===== src/rtl/bpsk_pkg.sv =====
// Shared definitions for the BPSK link serializer/deserializer pair.
//
// Contents:
//   rx_state_t       receive framing state: HUNT (waiting for sync), SHIFT (aligned)
//   BPSK_WORD_WIDTH  default word width shared with the transmit serializer
//   BPSK_CNT_WIDTH   default bit-counter width; BPSK_WORD_WIDTH <= 2**BPSK_CNT_WIDTH
package bpsk_pkg;

  typedef enum logic [0:0] {
    HUNT  = 1'b0,
    SHIFT = 1'b1
  } rx_state_t;

  localparam int unsigned BPSK_WORD_WIDTH = 16;
  localparam int unsigned BPSK_CNT_WIDTH  = 4;

endpackage


===== src/rtl/word_holding_reg.sv =====
// Single-entry valid/ready holding register for completed receive words.
//
// A load request is accepted when the register is empty or is being drained in
// the same cycle; otherwise the incoming word is dropped and the sticky overrun
// flag is raised. All outputs are registered.
//
// Ports:
//   clk          system clock, rising edge
//   rst_n        synchronous active-low reset
//   load         a completed word is offered this cycle
//   word         the offered word
//   out_ready    downstream accepts the held word when data_valid is also 1
//   clr_overrun  clears the sticky overrun flag (a same-cycle new overrun wins)
//   data         held word, stable while data_valid is 1
//   data_valid   register holds an unconsumed word
//   overrun      sticky: a completed word was dropped
module word_holding_reg #(
  parameter int unsigned WIDTH = 16
) (
  input  logic             clk,
  input  logic             rst_n,
  input  logic             load,
  input  logic [WIDTH-1:0] word,
  input  logic             out_ready,
  input  logic             clr_overrun,
  output logic [WIDTH-1:0] data,
  output logic             data_valid,
  output logic             overrun
);

  logic [WIDTH-1:0] data_q, data_d;
  logic             valid_q, valid_d;
  logic             overrun_q, overrun_d;
  logic             handshake;
  logic             accept;

  always_comb begin
    handshake = valid_q && out_ready;
    // Space exists if empty now, or if the held word leaves this very cycle.
    accept    = load && (!valid_q || out_ready);

    data_d    = data_q;
    valid_d   = valid_q;
    overrun_d = overrun_q;

    if (accept) begin
      data_d  = word;
      valid_d = 1'b1;
    end else if (handshake) begin
      valid_d = 1'b0;
    end

    if (load && !accept) begin
      overrun_d = 1'b1;
    end else if (clr_overrun) begin
      overrun_d = 1'b0;
    end
  end

  always_ff @(posedge clk) begin
    if (!rst_n) begin
      data_q    <= '0;
      valid_q   <= 1'b0;
      overrun_q <= 1'b0;
    end else begin
      data_q    <= data_d;
      valid_q   <= valid_d;
      overrun_q <= overrun_d;
    end
  end

  assign data       = data_q;
  assign data_valid = valid_q;
  assign overrun    = overrun_q;

endmodule


===== src/rtl/serial_parallel.sv =====
// Receive-side deserializer for the BPSK link.
//
// Collects one demodulated bit per bit_valid strobe into WIDTH-bit words, LSB
// first (first bit received lands in bit 0). A sync marker aligns the frame;
// once aligned the block free-runs over back-to-back words. Completed words are
// handed to a single-entry valid/ready holding register that flags drops.
//
// Parameters:
//   WIDTH  word width in bits
//   N      bit-counter width, WIDTH <= 2**N
//
// Ports:
//   clk            system clock, rising edge
//   rst_n          synchronous active-low reset
//   serial_signal  received bit, sampled when bit_valid is 1
//   bit_valid      one-cycle strobe marking a bit
//   sync           qualified by bit_valid: current bit is bit 0 of a new word
//   out_ready      downstream ready
//   clr_overrun    clears the sticky overrun flag
//   parallel_data  held word
//   data_valid     held word not yet consumed
//   overrun        sticky word-dropped flag
//   locked         frame aligned (state SHIFT)
module serial_parallel
  import bpsk_pkg::*;
#(
  parameter int unsigned WIDTH = BPSK_WORD_WIDTH,
  parameter int unsigned N     = BPSK_CNT_WIDTH
) (
  input  logic             clk,
  input  logic             rst_n,
  input  logic             serial_signal,
  input  logic             bit_valid,
  input  logic             sync,
  input  logic             out_ready,
  input  logic             clr_overrun,
  output logic [WIDTH-1:0] parallel_data,
  output logic             data_valid,
  output logic             overrun,
  output logic             locked
);

  localparam logic [N-1:0] LastIdx = N'(WIDTH - 1);

  rx_state_t        state_q, state_d;
  logic [N-1:0]     cnt_q, cnt_d;
  logic [WIDTH-1:0] shift_q, shift_d;
  logic             locked_q;

  logic             take_bit;
  logic [N-1:0]     wr_idx;
  logic             word_done;

  always_comb begin
    // In HUNT only a sync-marked bit is accepted; in SHIFT every strobe is.
    take_bit  = bit_valid && ((state_q == SHIFT) || sync);
    // sync always restarts the word at bit 0, discarding any partial word.
    wr_idx    = sync ? '0 : cnt_q;
    word_done = take_bit && (wr_idx == LastIdx);

    state_d = state_q;
    cnt_d   = cnt_q;
    shift_d = shift_q;

    if (take_bit) begin
      if (sync) begin
        shift_d = '0;
      end
      for (int i = 0; i < int'(WIDTH); i++) begin
        if (wr_idx == N'(i)) begin
          shift_d[i] = serial_signal;
        end
      end
      cnt_d   = word_done ? '0 : wr_idx + N'(1);
      state_d = SHIFT;
    end
  end

  always_ff @(posedge clk) begin
    if (!rst_n) begin
      state_q  <= HUNT;
      cnt_q    <= '0;
      shift_q  <= '0;
      locked_q <= 1'b0;
    end else begin
      state_q  <= state_d;
      cnt_q    <= cnt_d;
      shift_q  <= shift_d;
      locked_q <= (state_d == SHIFT);
    end
  end

  assign locked = locked_q;

  // shift_d already carries the final bit, so the word loads with 1-cycle latency.
  word_holding_reg #(
    .WIDTH(WIDTH)
  ) u_hold (
    .clk        (clk),
    .rst_n      (rst_n),
    .load       (word_done),
    .word       (shift_d),
    .out_ready  (out_ready),
    .clr_overrun(clr_overrun),
    .data       (parallel_data),
    .data_valid (data_valid),
    .overrun    (overrun)
  );

endmodule


===== config.mk =====
export PLATFORM = sky130hd
export DESIGN_NAME = serial_parallel
export DESIGN_NICKNAME = d
export VERILOG_FILES = /design/src/rtl/bpsk_pkg.sv /design/src/rtl/word_holding_reg.sv /design/src/rtl/serial_parallel.sv
export SDC_FILE = /design/constraint.sdc
export NUM_CORES = 1
export LEC_CHECK = 0
export CORE_ASPECT_RATIO = 1.1
export CORE_MARGIN = 1
export CORE_UTILIZATION = 30
export CTS_CLUSTER_SIZE = 20
export DETAILED_ROUTE_END_ITERATION = 7
export PLACE_DENSITY = 0.51
export RECOVER_POWER = 50
export SKIP_CTS_REPAIR_TIMING = 1
export SLEW_MARGIN = 20
export SYNTH_ARGS = -nofsm -noshare
export SYNTH_HDL_FRONTEND = slang
export SYNTH_SLANG_ARGS = --single-unit

===== constraint.sdc =====
create_clock -name clk -period 1.6 [get_ports clk]
set_input_delay 0.16 -clock clk [delete_from_list [all_inputs] [get_ports clk]]
set_output_delay 0.16 -clock clk [all_outputs]
set_load 0.02 [all_outputs]

==> impl_metrics.json <==
{
  "syn_area_per_cell_um2": 8.53,
  "dp.cells": 302,
  "syn_area_mm2": 0.00165,
  "p_per_area_mw_per_mm2": 787,
  "hold_viol_final": 0,
  "ant_nets": 0,
  "n_antenna_cell": 0,
  "initial_core_util_pct": 32.1,
  "drt_wl_total_um": 4210,
  "syn_inst": 193,
  "grt_max_degree": 31,
  "synth_flop_cell": "dfxtp_1",
  "synth-seq-area-share_pct": 46.2,
  "vias": 1542,
  "rows": 27,
  "crit_type": "register to output pin",
  "drc": 0,
  "cts_root_buf": "clkbuf_8",
  "ios": 26,
  "startpoint": "locked$_SDFFE_PN0P_",
  "worst_pin_slew_ns": 0.313,
  "critical_path_arrival_ns": 1.38,
  "finalNetCount": 244,
  "rrSetupSlack_ns": 0.13,
  "final_core_util_pct": 44.2,
  "grt_pass1_vias": 1485,
  "crit_slowest_cell": "clkdlybuf4s50_1",
  "worstPathRequired_ns": 1.44,
  "cp-end-kind": "output pin",
  "slowest_delay_ns": 0.59,
  "yosys.cell_types.count": 36,
  "cts_buffers": 5,
  "worst_ir_drop_vdd_mv": 0.490,
  "rr_worst_depth": 6,
  "final_max_slew_viol_count": 0,
  "cts.sinks": 38,
  "r2r-end": "u_hold.data[0]$_SDFFE_PN0P_",
  "clockBufferDepth": 2,
  "drive_gt1_share_pct": 16.8,
  "die_h_um": 79.7,
  "routabilityCongestion": 0.842,
  "port_buffers": 25,
  "core_area_mm2": 0.00513,
  "maxCapViolations": 0,
  "h-tree-depth": 2,
  "die_area_mm2": 0.00579,
  "yosys_warnings": 0,
  "cp_max_fo": 6,
  "fin_skew_ns": 0.00377,
  "fin_total_pwr_mw": 1.78,
  "worstHoldPathType": "register to register",
  "fin_crit_ns": 1.54,
  "fmax_mhz": 650,
  "grt_util_all_layers_pct": 15.9,
  "dp_hpwl_um": 2980,
  "die_width_um": 72.6,
  "min_period_over_period_pct": 96.1,
  "async_flop_share_pct": 0,
  "wl_per_cell_um": 13.6,
  "area_growth_pct": 37.7,
  "final_cell_count_no_fill": 310,
  "synth_edf_count": 0,
  "ys_seq_elements": 38,
  "clkTransAtPathRegs_ns": 0.07,
  "antenna_found_initial": 0,
  "syn_nets": 200,
  "finalSetupViolCount": 0,
  "status": "finished clean",
  "clock_latency_ns": 0.29,
  "crit_path_cell_trace": "buf_4, clkdlybuf4s50_1",
  "relSlewSlack_pct": 78.9,
  "holdWs_ns": 0.497,
  "rsz0062_at_grt": "no",
  "cp-endpoint": "locked",
  "viasPerCell": 4.97,
  "post-route-cell-area_mm2": 0.00227,
  "leakage_nw": 0.914,
  "cts_tree": "built",
  "drt_iter0_drc": 101,
  "grt_pass1_wl_um": 6910,
  "grt_remaining_overflow": 0,
  "r2r_start": "cnt_q[0]$_SDFFE_PN0P_",
  "cp-start-kind": "register",
  "placed_area_mm2": 0.00217,
  "dr.pass1.iters": 4
}
-- cell type report --
cell class | instances | area, um^2
clock inverter | 1 | 5.00
tap | 72 | 90.1
timing repair buffer | 51 | 479
inverter | 5 | 18.8
fill | 538 | 2870
sequential | 38 | 762
clock buffer | 7 | 86.3
multi-input combinational | 136 | 826
-- synth_stat cells, types with 2 or more instances --
library cell  instances  share of area, %
nand3_1               3              0.91
a211oi_1              3               1.4
nand3b_1              4               1.8
o311a_1               2               1.2
buf_2                 5               1.5
and2_1                3               1.1
nand4b_1              3               1.6
o211a_1               5               3.0
o21ai_0              15               4.6
inv_1                 5               1.1
nor4_1                3               1.1
o211ai_1              5               2.3
a31oi_1               6               2.3
nor3_1                2              0.61
nor2_1               27               6.2
a21oi_1              21               6.4
dfxtp_1              38                46
nor2b_1               4               1.5
mux2i_1               4               2.4
nand2_1              10               2.3
nor3b_1               2              0.91
clkbuf_1              9               2.1
-- worst min path at each step --
stage                                 start                            to  slack [ns]  depth (start not counted)
2_1_floorplan                         rst_n   u_hold.data[5]$_SDFFE_PN0P_        0.30                          2
3_3_place_gp    u_hold.data[0]$_SDFFE_PN0P_   u_hold.data[0]$_SDFFE_PN0P_        0.48                          2
3_5_place_dp   u_hold.data[15]$_SDFFE_PN0P_  u_hold.data[15]$_SDFFE_PN0P_        0.48                          2
4_1_cts               shift_q[7]$_SDFF_PN0_         shift_q[7]$_SDFF_PN0_        0.50                          2
5_1_grt               shift_q[0]$_SDFF_PN0_         shift_q[0]$_SDFF_PN0_        0.54                          2
6_report              shift_q[7]$_SDFF_PN0_         shift_q[7]$_SDFF_PN0_        0.50                          2
-- through the flow --
step,TNS [ns],setup WS (ns)
2_1_floorplan,0,0.0244
3_3_place_gp,-1.76,-0.130
3_5_place_dp,-2.37,-0.162
4_1_cts,-0.0214,-0.0214
5_1_grt,0,0.0102
6_report,0,0.0627
-- state kept, by name, indices dropped and copies added, names as in the netlist --
register	flops
cnt_q	4
u_hold.overrun	1
locked	1
u_hold.data	16
u_hold.data_valid	1
shift_q	15
-- critical path, delay by kind of cell, from the launching register on --
family | cells | cell delay, ns
buffers and inverters | 2 | 0.72
DFF | 1 | 0.37
-- metal layers --
metal	GRT usage [%]	up-vias	share of wire (%)
met5	0	-	0
met4	6.47	0	1.5
met3	3.79	6	3.9
met2	25.8	32	45
met1	20.1	712	50
li1	-	792	-
-- cells by family (layout without fill, tap and decap cells) --
| family | Yosys count | after routing | share of synthesized area [%] |
|---|---|---|---|
| AND/OR/NAND/NOR | 67 | 67 | 21.2 |
| buffers and inverters | 19 | 64 | 4.71 |
| AO/OA/AOI/OAI | 65 | 65 | 25.5 |
| flip-flops | 38 | 38 | 46.2 |
| multiplexers | 4 | 4 | 2.43 |
-- cell usage in the layout (no fill, tap or decap), drive strengths merged, types with 4 or more instances in the layout --
cell type	instances
dfxtp	38
o211ai	5
clkbuf	9
dlygate4sd3	16
a31oi	6
o211a	5
o21ai	15
a211oi	4
mux2i	4
a21oi	21
nor2	27
inv	5
nor2b	4
nand3b	4
buf	24
clkdlybuf4s50	9
nand2	10
-- report_power, final --
group | leakage [nW] | switching [mW] | internal (mW) | total (mW)
Sequential | 0.307 | 0.00556 | 0.951 | 0.957
Combinational | 0.559 | 0.0829 | 0.0706 | 0.153
Clock | 0.0482 | 0.326 | 0.347 | 0.674
Total | 0.914 | 0.415 | 1.37 | 1.78
No activity file was read; power rests on OpenSTA's default activity.
==> patch 1 (same settings) <==
Put a register stage on the output `overrun`, without a reset. The value now appears one clock later. The other outputs are not delayed to match. Comments in the files are not updated.
--- a/src/rtl/serial_parallel.sv
+++ b/src/rtl/serial_parallel.sv
@@ -41,6 +41,8 @@
 );
 
   localparam logic [N-1:0] LastIdx = N'(WIDTH - 1);
+
+  logic overrun_c;
 
   rx_state_t        state_q, state_d;
   logic [N-1:0]     cnt_q, cnt_d;
@@ -104,8 +106,12 @@
     .clr_overrun(clr_overrun),
     .data       (parallel_data),
     .data_valid (data_valid),
-    .overrun    (overrun)
+    .overrun    (overrun_c)
   );
+
+  always_ff @(posedge clk) begin
+    overrun <= overrun_c;
+  end
 
 endmodule
 
Check against the original RTL: same outputs for any inputs over 10 cycles, from zero or initial values and one cycle with rst_n low; that may be too few to reach the edited logic, so the function may still have changed.
==> patch 1 against the original RTL <==
  * Synthesized cell count rose by 0.52%
  * Power rose by 9.3%
  * First-iteration DRC count fell by 18%
  * Sequential share of layout area rose by 0.32 points
  * Clock power rose by 23%
  * Global-route usage rose by 0.46 points
  * Sequential cell count rose by 1
  * Final area rose by 1.8%
  * Worst setup slack improved by 0.0097 ns
  * Final cell count rose by 1.9%
  * Routed wire length rose by 3.6%
  * Sequential power rose by 2.6%
  * Area after synthesis rose by 1.2%
  * Critical path type is now flop to flop
  * Critical endpoint is now u_hold.data[8]
==> patch 1: results (changes against the original RTL) <==
Hold path
  – Hold Crit Depth: 0 (-2)
  – HP Start: u_hold.overrun
  – Worst Hold End: overrun

Routing
  – Vias/cell: 4.87 (-2.1%)
  – Metal3 WL: 115 um (-30%)
  – M1 WL: 2.21 mm (+5.6%)

Final layout
  – Buffers, non-clock: 53 (+3.9%)
  – Layout clock area frac: 4.88% (+0.85 points)
  – Fill cells: 579 (+7.6%)
  – Final non-filler cell total: 316 (+1.9%)
  – Share of layout cells above drive strength 1: 18.7% (+1.9 points)
  – Fraction of area in registers: 33.9% (+0.32 points)

Power
  – Worst VDD drop: 410 uV (-16%)
  – Leakage: 0.929 nW (+1.6%)

Timing
  – Slew Limit Headroom: 74.9% (-4.0 points)
  – Clock skew: 0.00970 ns (+0.00592 ns)

Yosys
  – Synth area leaders: dfxtp_1 (47%), a21oi_1 (6.3%), nor2_1 (6.1%)
  – Post-Syn Area per Cell: 8.59 sq um (+0.69%)
  – Sequential area share after synthesis: 46.8% (+0.65 points)
  – Syn Nets: 201 (+0.50%)

Placement
  – Detail Placement HPWL: 3.08 mm (+3.1%)
  – # placed instances: 308 (+2.0%)
  – Post-place instance area: 2180 sq um (+0.64%)
  – Gpl congestion: 0.811 (-3.8%)

Setup path
  – R2R Path End: u_hold.data[8]
  – CP max stage delay: 0.43 ns (-0.16 ns)
  – Reg2Reg Depth: 4 (-2)
  – Reg-to-reg setup timing slack: 0.07 ns (-0.06 ns)

Clock network
  – Sink Count: 39 (+2.6%)

Global routing
  – First-pass GRT wire length: 7.15 mm (+3.4%)

Run status
  – Status: complete, no violations
## patch 1: cell types whose count changed after synthesis
cell	before	now
dfxtp_1	38	39
## patch 1: cells by family after synthesis
logic type	after synthesis	share of synthesized area [%]
and+or+nand+nor	67	20.9
AOI/OAI and AO/OA	65	25.2
DFF	39	46.8
buffers and inverters	19	4.65
muxes	4	2.40
## patch 1: worst max path at each step
stage	end	cells past startpoint	from	slack [ns]
floorplan	u_hold.data[4]	5	locked	0.02
finish	u_hold.data[8]	4	cnt_q[0]	0.07
global placement	u_hold.data[0]	6	sync	-0.12
detailed placement	u_hold.data[7]	5	sync	-0.13
CTS	locked	2	locked	-0.08
global route	u_hold.data[14]	6	cnt_q[3]	0.01
## patch 1: power by group
group          switching (W)  internal, W
combinational      0.0000807    0.0000599
clock               0.000364     0.000464
sequential        0.00000607     0.000976
total               0.000451      0.00150
## patch 1: per-layer routing
metal	up-vias	global-route usage (%)
met5	-	0
met2	26	25.4
met4	0	5.88
met3	6	3.39
met1	709	22.2
li1	798	-
==> patch 2 (same flow settings) <==
Made on the original files. Change the package constant `BPSK_WORD_WIDTH` from 16 to 32.
--- a/src/rtl/bpsk_pkg.sv
+++ b/src/rtl/bpsk_pkg.sv
@@ -11,7 +11,7 @@
     SHIFT = 1'b1
   } rx_state_t;
 
-  localparam int unsigned BPSK_WORD_WIDTH = 16;
+  localparam int unsigned BPSK_WORD_WIDTH = 32;
   localparam int unsigned BPSK_CNT_WIDTH  = 4;
 
 endpackage
Interface: changed (resized parallel_data); port bits go from 26 to 42. The function was not compared with the original's and may differ.
==> patch 2 against the original RTL <==
  * Sequential cell count rose by 31
  * Critical path type is now flop to flop
  * Critical endpoint is now u_hold.data[4]
  * Routed wire length increased by 65%
  * Sequential power rose by 81%
  * Global-route usage down 0.77 points
  * Combinational power up 35%
  * Sequential share of layout area rose by 1.8 points
  * Area after synthesis up 67%
  * Utilization barely moved
  * Power grew 97%
  * Worst setup slack got worse by 0.035 ns
  * Register-to-register slack got worse by 0.10 ns
  * First-iteration DRC count fell by 34%
  * Final area up 73%
==> patch 2: results (changes against the original RTL) <==
Run status
  – Status: complete, no violations

Setup path
  – Critical Path Start: cnt_q[1]
  – Critical Path AT: 1.80 ns (+0.42 ns)
  – Setup CP Type: flop to flop
  – CP max stage delay: 0.38 ns (-0.21 ns)
  – CP max-delay cell: dfxtp_1
  – Crit path max fanout: 10 (+4)

Power
  – Leakage: 1.39 nW (+52%)
  – Worst VDD drop: 364 uV (-26%)
  – NetSw: 0.000818 W (+97%)

Routing
  – Metal3 WL: 220 um (+33%)
  – Vias/cell: 4.98 (+0.14%)
  – Routed wire per std cell: 14.5 um (+6.4%)
  – M1 WL: 3.26 mm (+55%)
  – Initial drt markers: 67 (-34%)
  – Met2 WL: 3.32 mm (+76%)

Final layout
  – Fin nets: 374 (+53%)
  – Max reg flops: 32 (+16)
  – Share of layout cells above drive strength 1: 24.7% (+7.9 points)

Hold path
  – HP Start: rst_n
  – Hold WC Path Type: input port to flop

Clock network
  – CTS H-Tree Depth: 3 (+1)
  – Clk_lat worst skew: 0.35 ns (+0.06 ns)

Global routing
  – Gr usage total: 15.1% (-0.77 points)
  – First-pass GRT wire length: 11.1 mm (+60%)

Yosys
  – Syn Nets: 310 (+55%)
  – Count of different cell masters after synthesis: 32 (-11%)
  – Post-synth top cells: dfxtp_1 (69), nand2_1 (31), a21boi_0 (26), nand3_1 (24), a21oi_1 (18)

Timing
  – Clock skew: 0.00673 ns (+0.00296 ns)
  – Slew Limit Headroom: 73.5% (-5.4 points)

Placement
  – Detail Placement HPWL: 4.71 mm (+58%)
patch 2: changes by cell type in the layout (fill, tap and decap cells not counted), moves of 6 or more:
cell	change
o22ai_1	+14
dlygate4sd3_1	-16
buf_4	+6
clkdlybuf4s50_1	+29
a21boi_1	+10
dfxtp_1	+30
nand3_1	+17
nor2_1	-23
nand2_1	+21
a21boi_0	+16
a21oi_1	-6
nor2b_1	+7
patch 2: area by class of cell:
class / count / area share [%]
clock inverters: 7 / 2.49
well taps: 114 / 3.64
inverters: 3 / 0.288
repair buffers: 77 / 19.6
multi-input cells: 203 / 35.4
clock buffers: 9 / 3.16
flip-flops and latches: 69 / 35.4
patch 2: kinds of logic (layout without fill, tap and decap cells):
kind of cell,after synthesis,count (layout),synth area share [%]
buf+inv,27,96,4.33
simple gates,86,86,16.5
compound gates,113,113,27.0
fa+ha+maj,4,4,1.82
flops,69,69,50.3
patch 2: per-stage QoR:
stage | cells | cell area, sq um | setup WS (ns)
finish | 482 | 3920 | 0.0278
global route | 482 | 3920 | -0.0437
CTS | 477 | 3710 | -0.246
detailed placement | 461 | 3490 | -0.441
global placement | 461 | 3490 | -0.387
floorplan | 299 | 2790 | 0.0199
patch 2: critical path, delay by kind of cell, from the launching register on:
kind | cells | cell delay, ns
flops | 1 | 0.38
compound gates | 1 | 0.07
buf+inv | 4 | 0.51
fa+ha+maj | 1 | 0.16
simple gates | 3 | 0.35
patch 2: final timing paths:
kind	endpoint	slack [ns]	cells after the start
max	u_hold.data[4]	0.03	9
min reg2reg	u_hold.data[11]	0.47	2
max reg2reg	u_hold.data[4]	0.03	9
min	u_hold.data[26]	0.30	3
patch 2: power groups by stage:
stage | clock network [W] | logic [W] | registers [W]
after detailed placement | 0 | 0.000190 | 0.00177
after global routing | 0.00169 | 0.000225 | 0.00173
after CTS | 0.00160 | 0.000191 | 0.00173
final | 0.00158 | 0.000207 | 0.00173
after floorplan | 0 | 0.000107 | 0.00177
after global placement | 0 | 0.000188 | 0.00177
patch 2: per-layer routing:
metal,track usage (%),up-vias
li1,-,1212
met1,18.8,1128
met2,24.8,49
met3,2.75,12
met4,8.52,0
met5,0,-
